File: src/rtl/banked_array_pkg.sv
// -----------------------------------------------------------------------------
// lc3b_types (shared cache types package, banked_array slice)
//
// Purpose : Shared cache-datapath types. Holds the banked_array sweep state so
//           cache controllers can name it in their own assertions.
// Ports   : none (package).
// -----------------------------------------------------------------------------
package lc3b_types;

   // Bits per byte lane of a storage word.
   localparam int unsigned ARR_BYTE_W = 8;

   // Sweep FSM state of banked_array.
   typedef enum logic {
      ARR_IDLE,
      ARR_CLEAR
   } arr_state_t;

endpackage : lc3b_types

File: src/rtl/banked_array_merge.sv
// -----------------------------------------------------------------------------
// byte_merge
//
// Purpose : Combinational byte-lane merge. Lane i of the result takes i_new
//           when i_be[i] is set and keeps i_old otherwise. Shared with the
//           cache write path.
// Ports   : i_old    [WIDTH-1:0]   current word
//           i_new    [WIDTH-1:0]   incoming word
//           i_be     [WIDTH/8-1:0] byte enables, bit i covers bits [8i+7:8i]
//           o_merged [WIDTH-1:0]   merged word
// -----------------------------------------------------------------------------
module byte_merge
   import lc3b_types::*;
#(
   parameter int unsigned WIDTH = 128
) (
   input  logic [WIDTH-1:0]            i_old,
   input  logic [WIDTH-1:0]            i_new,
   input  logic [WIDTH/ARR_BYTE_W-1:0] i_be,
   output logic [WIDTH-1:0]            o_merged
);

   localparam int unsigned BE_W = WIDTH / ARR_BYTE_W;

   for (genvar g = 0; g < BE_W; g++) begin : g_lane
      assign o_merged[g*ARR_BYTE_W +: ARR_BYTE_W] =
         i_be[g] ? i_new[g*ARR_BYTE_W +: ARR_BYTE_W] : i_old[g*ARR_BYTE_W +: ARR_BYTE_W];
   end

endmodule : byte_merge

File: src/rtl/banked_array.sv
// -----------------------------------------------------------------------------
// banked_array
//
// Purpose : Flip-flop storage array for cache data/tag/valid-dirty arrays with
//           independent read and write indices, per-byte write enables and a
//           runtime clear sweep that writes CLEAR_VAL to every entry, one entry
//           per cycle.
//
// Config  : BANKED_ARRAY_RDREG_EN defined   -> registered read, one-cycle
//                                              latency, write-first on a
//                                              same-index read/write.
//           BANKED_ARRAY_RDREG_EN undefined -> combinational read (default).
//
// Ports   : clk         in   rising-edge clock
//           rst_n       in   asynchronous active-low reset
//           wr_en       in   write request (ignored while busy)
//           wr_index    in   write entry
//           wr_be       in   byte enables
//           wr_data     in   write data
//           rd_index    in   read entry
//           rd_data     out  read data (CLEAR_VAL while busy)
//           clear_start in   single-cycle request to start a clear sweep
//           busy        out  clear sweep in progress
//           done        out  one-cycle pulse the cycle after busy falls
// -----------------------------------------------------------------------------
module banked_array
   import lc3b_types::*;
#(
   parameter int unsigned     WIDTH     = 128,
   parameter int unsigned     DEPTH     = 8,
   parameter logic [WIDTH-1:0] CLEAR_VAL = '0,
   localparam int unsigned    IDX_W     = $clog2(DEPTH),
   localparam int unsigned    BE_W      = WIDTH / 8
) (
   input  logic             clk,
   input  logic             rst_n,
   input  logic             wr_en,
   input  logic [IDX_W-1:0] wr_index,
   input  logic [BE_W-1:0]  wr_be,
   input  logic [WIDTH-1:0] wr_data,
   input  logic [IDX_W-1:0] rd_index,
   output logic [WIDTH-1:0] rd_data,
   input  logic             clear_start,
   output logic             busy,
   output logic             done
);

   localparam logic [IDX_W-1:0] LAST_IDX = IDX_W'(DEPTH - 1);

   // Storage is plain flops so the whole array can be reset and swept.
   logic [WIDTH-1:0] r_mem [DEPTH];

   arr_state_t       r_state;
   arr_state_t       w_state_nxt;
   logic [IDX_W-1:0] r_ptr;
   logic [IDX_W-1:0] w_ptr_nxt;
   logic             r_done;
   logic             w_done_nxt;

   logic             w_busy;
   logic             w_wr_fire;
   logic [WIDTH-1:0] w_merged;

   assign w_busy = (r_state == ARR_CLEAR);

   // A clear request in the same cycle wins over a write; busy drops writes.
   assign w_wr_fire = wr_en && !w_busy && !clear_start;

   byte_merge #(
      .WIDTH (WIDTH)
   ) u_byte_merge (
      .i_old    (r_mem[wr_index]),
      .i_new    (wr_data),
      .i_be     (wr_be),
      .o_merged (w_merged)
   );

   // ---------------------------------------------------------------------------
   // Sweep FSM
   // ---------------------------------------------------------------------------
   always_ff @(posedge clk or negedge rst_n) begin
      if (!rst_n) begin
         r_state <= ARR_IDLE;
         r_ptr   <= '0;
         r_done  <= 1'b0;
      end else begin
         r_state <= w_state_nxt;
         r_ptr   <= w_ptr_nxt;
         r_done  <= w_done_nxt;
      end
   end

   always_comb begin
      w_state_nxt = r_state;
      w_ptr_nxt   = r_ptr;
      w_done_nxt  = 1'b0;
      unique case (r_state)
         ARR_IDLE: begin
            if (clear_start) begin
               w_state_nxt = ARR_CLEAR;
               w_ptr_nxt   = '0;
            end
         end
         ARR_CLEAR: begin
            // Pointer wraps naturally to 0 after the last entry.
            w_ptr_nxt = r_ptr + 1'b1;
            if (r_ptr == LAST_IDX) begin
               w_state_nxt = ARR_IDLE;
               w_done_nxt  = 1'b1;
            end
         end
      endcase
   end

   // ---------------------------------------------------------------------------
   // Storage
   // ---------------------------------------------------------------------------
   always_ff @(posedge clk or negedge rst_n) begin
      if (!rst_n) begin
         for (int i = 0; i < int'(DEPTH); i++) begin
            r_mem[i] <= '0;
         end
      end else if (w_busy) begin
         r_mem[r_ptr] <= CLEAR_VAL;
      end else if (w_wr_fire) begin
         r_mem[wr_index] <= w_merged;
      end
   end

   // ---------------------------------------------------------------------------
   // Read path
   // ---------------------------------------------------------------------------
`ifdef BANKED_ARRAY_RDREG_EN
   logic [WIDTH-1:0] r_rd_data;

   always_ff @(posedge clk or negedge rst_n) begin
      if (!rst_n) begin
         r_rd_data <= '0;
      end else if (w_busy) begin
         r_rd_data <= CLEAR_VAL;
      end else if (w_wr_fire && (wr_index == rd_index)) begin
         // Write-first: capture the bytes being written this edge.
         r_rd_data <= w_merged;
      end else begin
         r_rd_data <= r_mem[rd_index];
      end
   end

   assign rd_data = r_rd_data;
`else
   assign rd_data = w_busy ? CLEAR_VAL : r_mem[rd_index];
`endif

   assign busy = w_busy;
   assign done = r_done;

endmodule : banked_array

File: config.mk
export PLATFORM = sky130hd
export DESIGN_NAME = banked_array
export DESIGN_NICKNAME = d
export VERILOG_FILES = /design/src/rtl/banked_array_pkg.sv /design/src/rtl/banked_array_merge.sv /design/src/rtl/banked_array.sv
export SDC_FILE = /design/constraint.sdc
export NUM_CORES = 2
export LEC_CHECK = 0
export ABC_AREA = 1
export CAP_MARGIN = 20
export CORE_MARGIN = 5
export CORE_UTILIZATION = 36
export CTS_BUF_LIST = sky130_fd_sc_hd__clkbuf_8
export DETAILED_ROUTE_END_ITERATION = 12
export DONT_BUFFER_PORTS = 1
export GPL_ROUTABILITY_DRIVEN = 0
export GPL_TIMING_DRIVEN = 0
export SYNTH_ARGS = -nofsm -noshare
export SYNTH_HDL_FRONTEND = slang
export SYNTH_SLANG_ARGS = --single-unit
export TNS_END_PERCENT = 50
File: constraint.sdc
create_clock -name clk -period 6.35 [get_ports clk]
set_clock_uncertainty 0.15 [all_clocks]
set_input_delay 1.5875 -clock clk [delete_from_list [all_inputs] [get_ports clk]]
set_output_delay 1.5875 -clock clk [all_outputs]
set_load 0.1 [all_outputs]
* Word level (Yosys, flattened, before mapping) *
Index checks and enable logic that the tools add are counted.

word-level totals
  flip-flop bits (word level) = 1029
  input bits = 154

cells by class
  add/subtract/negate cells = 1
  magnitude comparators = 5
  equality and inequality tests = 2
  muxes and demuxes = 37
  bitwise logic cells = 6
  reduce and logical (&&, ||, !) cells = 7

operators with widths
  kind                  number
  $mux 1024             2
  $and 1024x1024->1024  1
  $bwmux 1024           1
  $not 1024->1024       1
  $mux 128              7
  $bmux 128 s3          2
  $demux 128 s3         2
  $mux 8                16
  $ge 4x4->1 const B    3
  $not 3->4             3
  $lt 4x1->1 const B    2
  $pmux 3 s2            1
  $logic_and 1x1->1     4
  $mux 1                4
  $add 3x1->3 const B   1
  $eq 3x3->1 const B    1
  $mux 3                1
  $logic_not 1->1       2
  $ne 2x2->1 const B    1
  $pmux 1 s2            1
  $reduce_bool 2->1     1
  $not 1->1             1

* Depth between registers and ports, before layout *
  depth in word-level cells = 8
  depth in mapped cells = 10

* Cells and area by module *
Synthesis repeated with hierarchy kept, for this count alone.

unflattened totals
  cells, all modules = 10268
  area, all modules = 64219.1 um2

by module, submodules not included
  module        times used  cells each  area an instance (um2)  seq. area each (um2)
  banked_array  1           9852        62537.5                 25749.7
  byte_merge    1           416         1681.6                  0.0

* Worst setup path after synthesis *
No wires, ideal clock.

  path type = in2out
  start = input rd_index[0]
  end = output rd_data[68]
  arrival time = 3893 ps
  required time = 4612 ps
  setup slack = 719 ps
  cell stages on the path = 10
  path buffers = 5
  cell sequence = buf_2 -> buf_6 -> buf_6 -> buf_4 -> buf_2 -> a21oi_1 -> o21ai_0 -> nand3_1 -> nand2_1 -> nor2_1

on the way
  longest elaborated chain between the ends = 5

ends and longest elaborated chain
  what                                         line                 text
  start, declared                              banked_array.sv:41   input logic [IDX_W-1:0] rd_index,
  $not 3->4 (implied by the code)              banked_array.sv:151  assign rd_data = w_busy ? CLEAR_VAL : r_mem[rd_index];
  $bmux 128 s3                                 banked_array.sv:151
  $mux 128 (implied by the code) (2 in a row)  banked_array.sv:151
  $mux 128                                     banked_array.sv:151
  end, declared                                banked_array.sv:42   output logic [WIDTH-1:0] rd_data,

Every way passes these cells. The select of a mux whose other input is x is not followed.

* Worst setup path after layout *
Same ends and word-level chain as after synthesis.

==> metrics.md <==
| Metric | Value |
|---|---|
| Max Cap Violations | 0 |
| Post-synthesis instance total | 9538 |
| Clock sinks | 1029 |
| DRC violation count after routing | 0 |
| Worst-skew pair later-pin latency | ~1 ns |
| Sequential-to-total area share from yosys stat | 41.1% |
| Number of library cell types mapped by synthesis | 24 |
| Final cell utilization of the core | approximately two fifths |
| Number of global-route vias before repair | 63000 |
| Estimated wirelength of the detail-placed design | 190000 microns |
| Layout cells sized above 1 | 10.3% |
| Clock power share | 31.2% |
| Average footprint of a synthesized cell | 6.57 sq um |
| Num CTS Buffers | 190 |
| Setup tns final | -0.147 ns |
| Gr ovfl total | 0 |
| Rel. slew slack | -1.99% |
| Number of warnings reported in the yosys synthesis log | 0 |
| Slew at the pin with the worst max-slew slack | around 1.5 ns |
| Clock tree root buffer cell | sky130_fd_sc_hd__clkbuf_8 |
| Fraction of power spent switching nets | a little over two fifths |
| Cell-internal power | 12.5 mW |
| Count of antenna-violating nets left after detailed routing | 0 |
| Leak | 37.7 nW |
| Detailed Routing Iterations Pass 1 | 9 |
| Final period demand of the worst path | 6.49 ns |
| Clock tree from TritonCTS | done |
| Required arrival time at the worst endpoint | 4.61 ns |
| Maximum number of pins on one net before global-route repair | 1030 |
| GRT Overall Usage | between 20 and 30% |
| Nets | 9913 |
| Die Y-Extent | between 400 and 500 microns |
| Post-detailed-route wirelength per cell | 22.5 microns |
| Netlist Area Pre-Place | 0.0627 sq mm |
| Synth-to-Final Area Change | 12.3% |
| Type of destination of the critical path | output pin |
| Number of H-tree levels | 4 |
| Min-Delay Path Class | in2async |
| Unrepaired setup endpoints after global routing | true |
| DRC marker count from the first detailed-route iteration | 8934 |
| Critical path arrival | 4.75 ns |
| Setup WS post-layout | -0.141 ns |
| Core ar. | 0.174 sq mm |
| Register area | 0.0257 sq mm |
| Routed via count | 67200 |
| Net load switching power | 9.33 mW |
| Horizontal die dimension | 427 microns |
| Reg2reg setup slack | 2.71 ns |
| Count of buffers inserted at the top-level ports | 0 |
| Sequential fraction of design power | about 37% |
| Antenna violations before repair | 63 |
| Result of the run | finished with violations |
| Fraction of the cycle the final worst path needs | 102% |
| VDD IR max | 0.000261 V |
| Critical path fanouts, max | 11 |
| Count of state elements after synthesis | 1029 |
| Hold Fails Final Rpt | 0 |
| Fraction of synthesis flops using an asynchronous set or reset pin | 100% |
| I/O Pins | 284 |
| Clock Path Buffers | 3 |
| Post-synth net total | 9694 |
| Effective utilization at floorplan | between 30% and 40% |
| Vias/cell | 5.47 |
| Maximum clock frequency | approximately 150 MHz |
| Std cell rows | 153 |
| Final setup violation count | 2 |
| Number of filler instances in the final layout | 18400 |
| Critical path class | in2out |
| Final wirelength | 276000 microns |
| Number of pins with negative max-slew slack in the final report | 37 |
| Count of flip-flops with a built-in enable after synthesis | 0 |
| Die Outline Area | 0.183 sq mm |
| Number of setup buffers added after CTS | 0 |
| Clock-pin slew of the registers on the worst-case setup and hold paths | 0.06 ns |
| Total power divided by cell area | 310 mW/mm^2 |
| Post-synth top flop | sky130_fd_sc_hd__dfrtp_1 |
| Violations in the final reports | max-slew violations, negative setup slack |
| Type of origin of the critical path | primary input |
| Multi-input combinational cell area | 0.0303 sq mm |
| Wire length of the first global-routing pass | around 400000 microns |
| Part of the total power dissipated in combinational logic | roughly a third |
-- metal layers --
metal / share of wire (%) / track usage (%)
met3: 11 / 8.27
met2: 44 / 44.1
met5: 0.040 / 0.269
met1: 38 / 36.3
met4: 7.2 / 19.5
-- final cells by class --
class | instances | share of cell area (%)
Sequential cell | 1029 | 36.6
Buffer | 749 | 4.69
Timing Repair Buffer | 27 | 0.818
Clock inverter | 106 | 0.901
Inverter | 934 | 4.98
Clock buffer | 240 | 4.69
Multi-Input combinational cell | 6826 | 43.0
Antenna cell | 49 | 0.174
Tap cell | 2325 | 4.13
-- registers in the layout, summed over array words and instances (netlist names) --
name   count
done       1
r_mem   1024
busy       1
r_ptr      3
-- what timing repair did --
item,in CTS,in global routing
gates cloned,0,0
resized for setup,71,38
hold buffers,0,0
setup endpoints to repair,105,39
-- placed cells by master (no fill, tap or decap), types with 9 or more instances in the layout --
| cell | count |
|---|---|
| sky130_fd_sc_hd__buf_12 | 19 |
| sky130_fd_sc_hd__buf_4 | 15 |
| sky130_fd_sc_hd__clkbuf_2 | 9 |
| sky130_fd_sc_hd__nand2_2 | 120 |
| sky130_fd_sc_hd__or2_2 | 128 |
| sky130_fd_sc_hd__nand3_1 | 1536 |
| sky130_fd_sc_hd__and3_1 | 19 |
| sky130_fd_sc_hd__clkbuf_1 | 251 |
| sky130_fd_sc_hd__diode_2 | 49 |
| sky130_fd_sc_hd__inv_1 | 996 |
| sky130_fd_sc_hd__dfrtp_1 | 1029 |
| sky130_fd_sc_hd__and3_2 | 108 |
| sky130_fd_sc_hd__o21ai_0 | 487 |
| sky130_fd_sc_hd__o211ai_1 | 127 |
| sky130_fd_sc_hd__o21ai_1 | 31 |
| sky130_fd_sc_hd__a21oi_1 | 385 |
| sky130_fd_sc_hd__buf_2 | 323 |
| sky130_fd_sc_hd__clkbuf_8 | 240 |
| sky130_fd_sc_hd__clkinv_2 | 22 |
| sky130_fd_sc_hd__nor2_1 | 523 |
| sky130_fd_sc_hd__nand2_1 | 3348 |
| sky130_fd_sc_hd__buf_1 | 149 |
-- power groups by stage --
stage	clock network (mW)	logic (mW)	registers, mW
after detailed placement	0	6.63	8.09
after floorplan	0	4.49	7.96
after global placement	0	6.44	8.07
after CTS	6.87	6.67	7.99
after global routing	7.18	7.42	8.11
final	6.80	6.99	8.02
-- synthesized netlist by cell type, drive strengths merged, types with 127 or more instances --
master / instances / area share, %
a21oi: 385 / 3.1
nand2: 3468 / 21
buf: 489 / 3.7
nor2: 527 / 3.2
nand3: 1538 / 12
o21ai: 518 / 4.1
clkbuf: 260 / 1.6
dfrtp: 1029 / 41
and3: 127 / 1.3
or2: 128 / 1.3
inv: 934 / 5.6
o211ai: 127 / 1.5
-- final timing paths --
check	startpoint	endpoint	cells past startpoint
max	rd_index[0]	rd_data[68]	9
min	rst_n	r_mem[276]	0
max reg2reg	busy	r_mem[825]	8
min reg2reg	r_mem[741]	r_mem[741]	2
max in group asynchronous	rst_n	r_mem[742]	3
min in group clk	r_mem[741]	r_mem[741]	2
-- metrics by stage --
step                      hold WS, ns  cell area [sq um]  setup slack (ns)  instances  power [mW]
final                           0.164              70400            -0.141      12300        21.8
after global routing            0.109              70300           -0.0206      12300        22.7
after detailed placement        0.315              66100            -0.435      11900        14.7
after CTS                       0.289              70100          0.000101      12200        21.5
after global placement          0.312              65600            -0.917      11900        14.5
after floorplan                 0.299              62700             0.719       9538        12.5
-- critical path, stage by stage --
cell and delay [ns]:
sky130_fd_sc_hd__buf_2 0.29, sky130_fd_sc_hd__inv_2 0.44, sky130_fd_sc_hd__buf_4 0.49, sky130_fd_sc_hd__clkbuf_1 0.71, sky130_fd_sc_hd__o21ai_0 0.32, sky130_fd_sc_hd__nand3_1 0.14
sky130_fd_sc_hd__nand2_1 0.07, sky130_fd_sc_hd__nor2_2 0.40, sky130_fd_sc_hd__buf_16 0.23
-- logic make-up (layout without fill, tap and decap cells) --
kind of cell | after synthesis | in the layout | share of synthesized area, %
fa+ha+maj | 2 | 2 | 0.0399
buf+inv | 1683 | 2056 | 10.8
compound gates | 1036 | 1036 | 8.79
other cells | 0 | 49 | 0
flops | 1029 | 1029 | 41.1
simple gates | 5788 | 5788 | 39.3
Power figures use the tool's default switching activity.
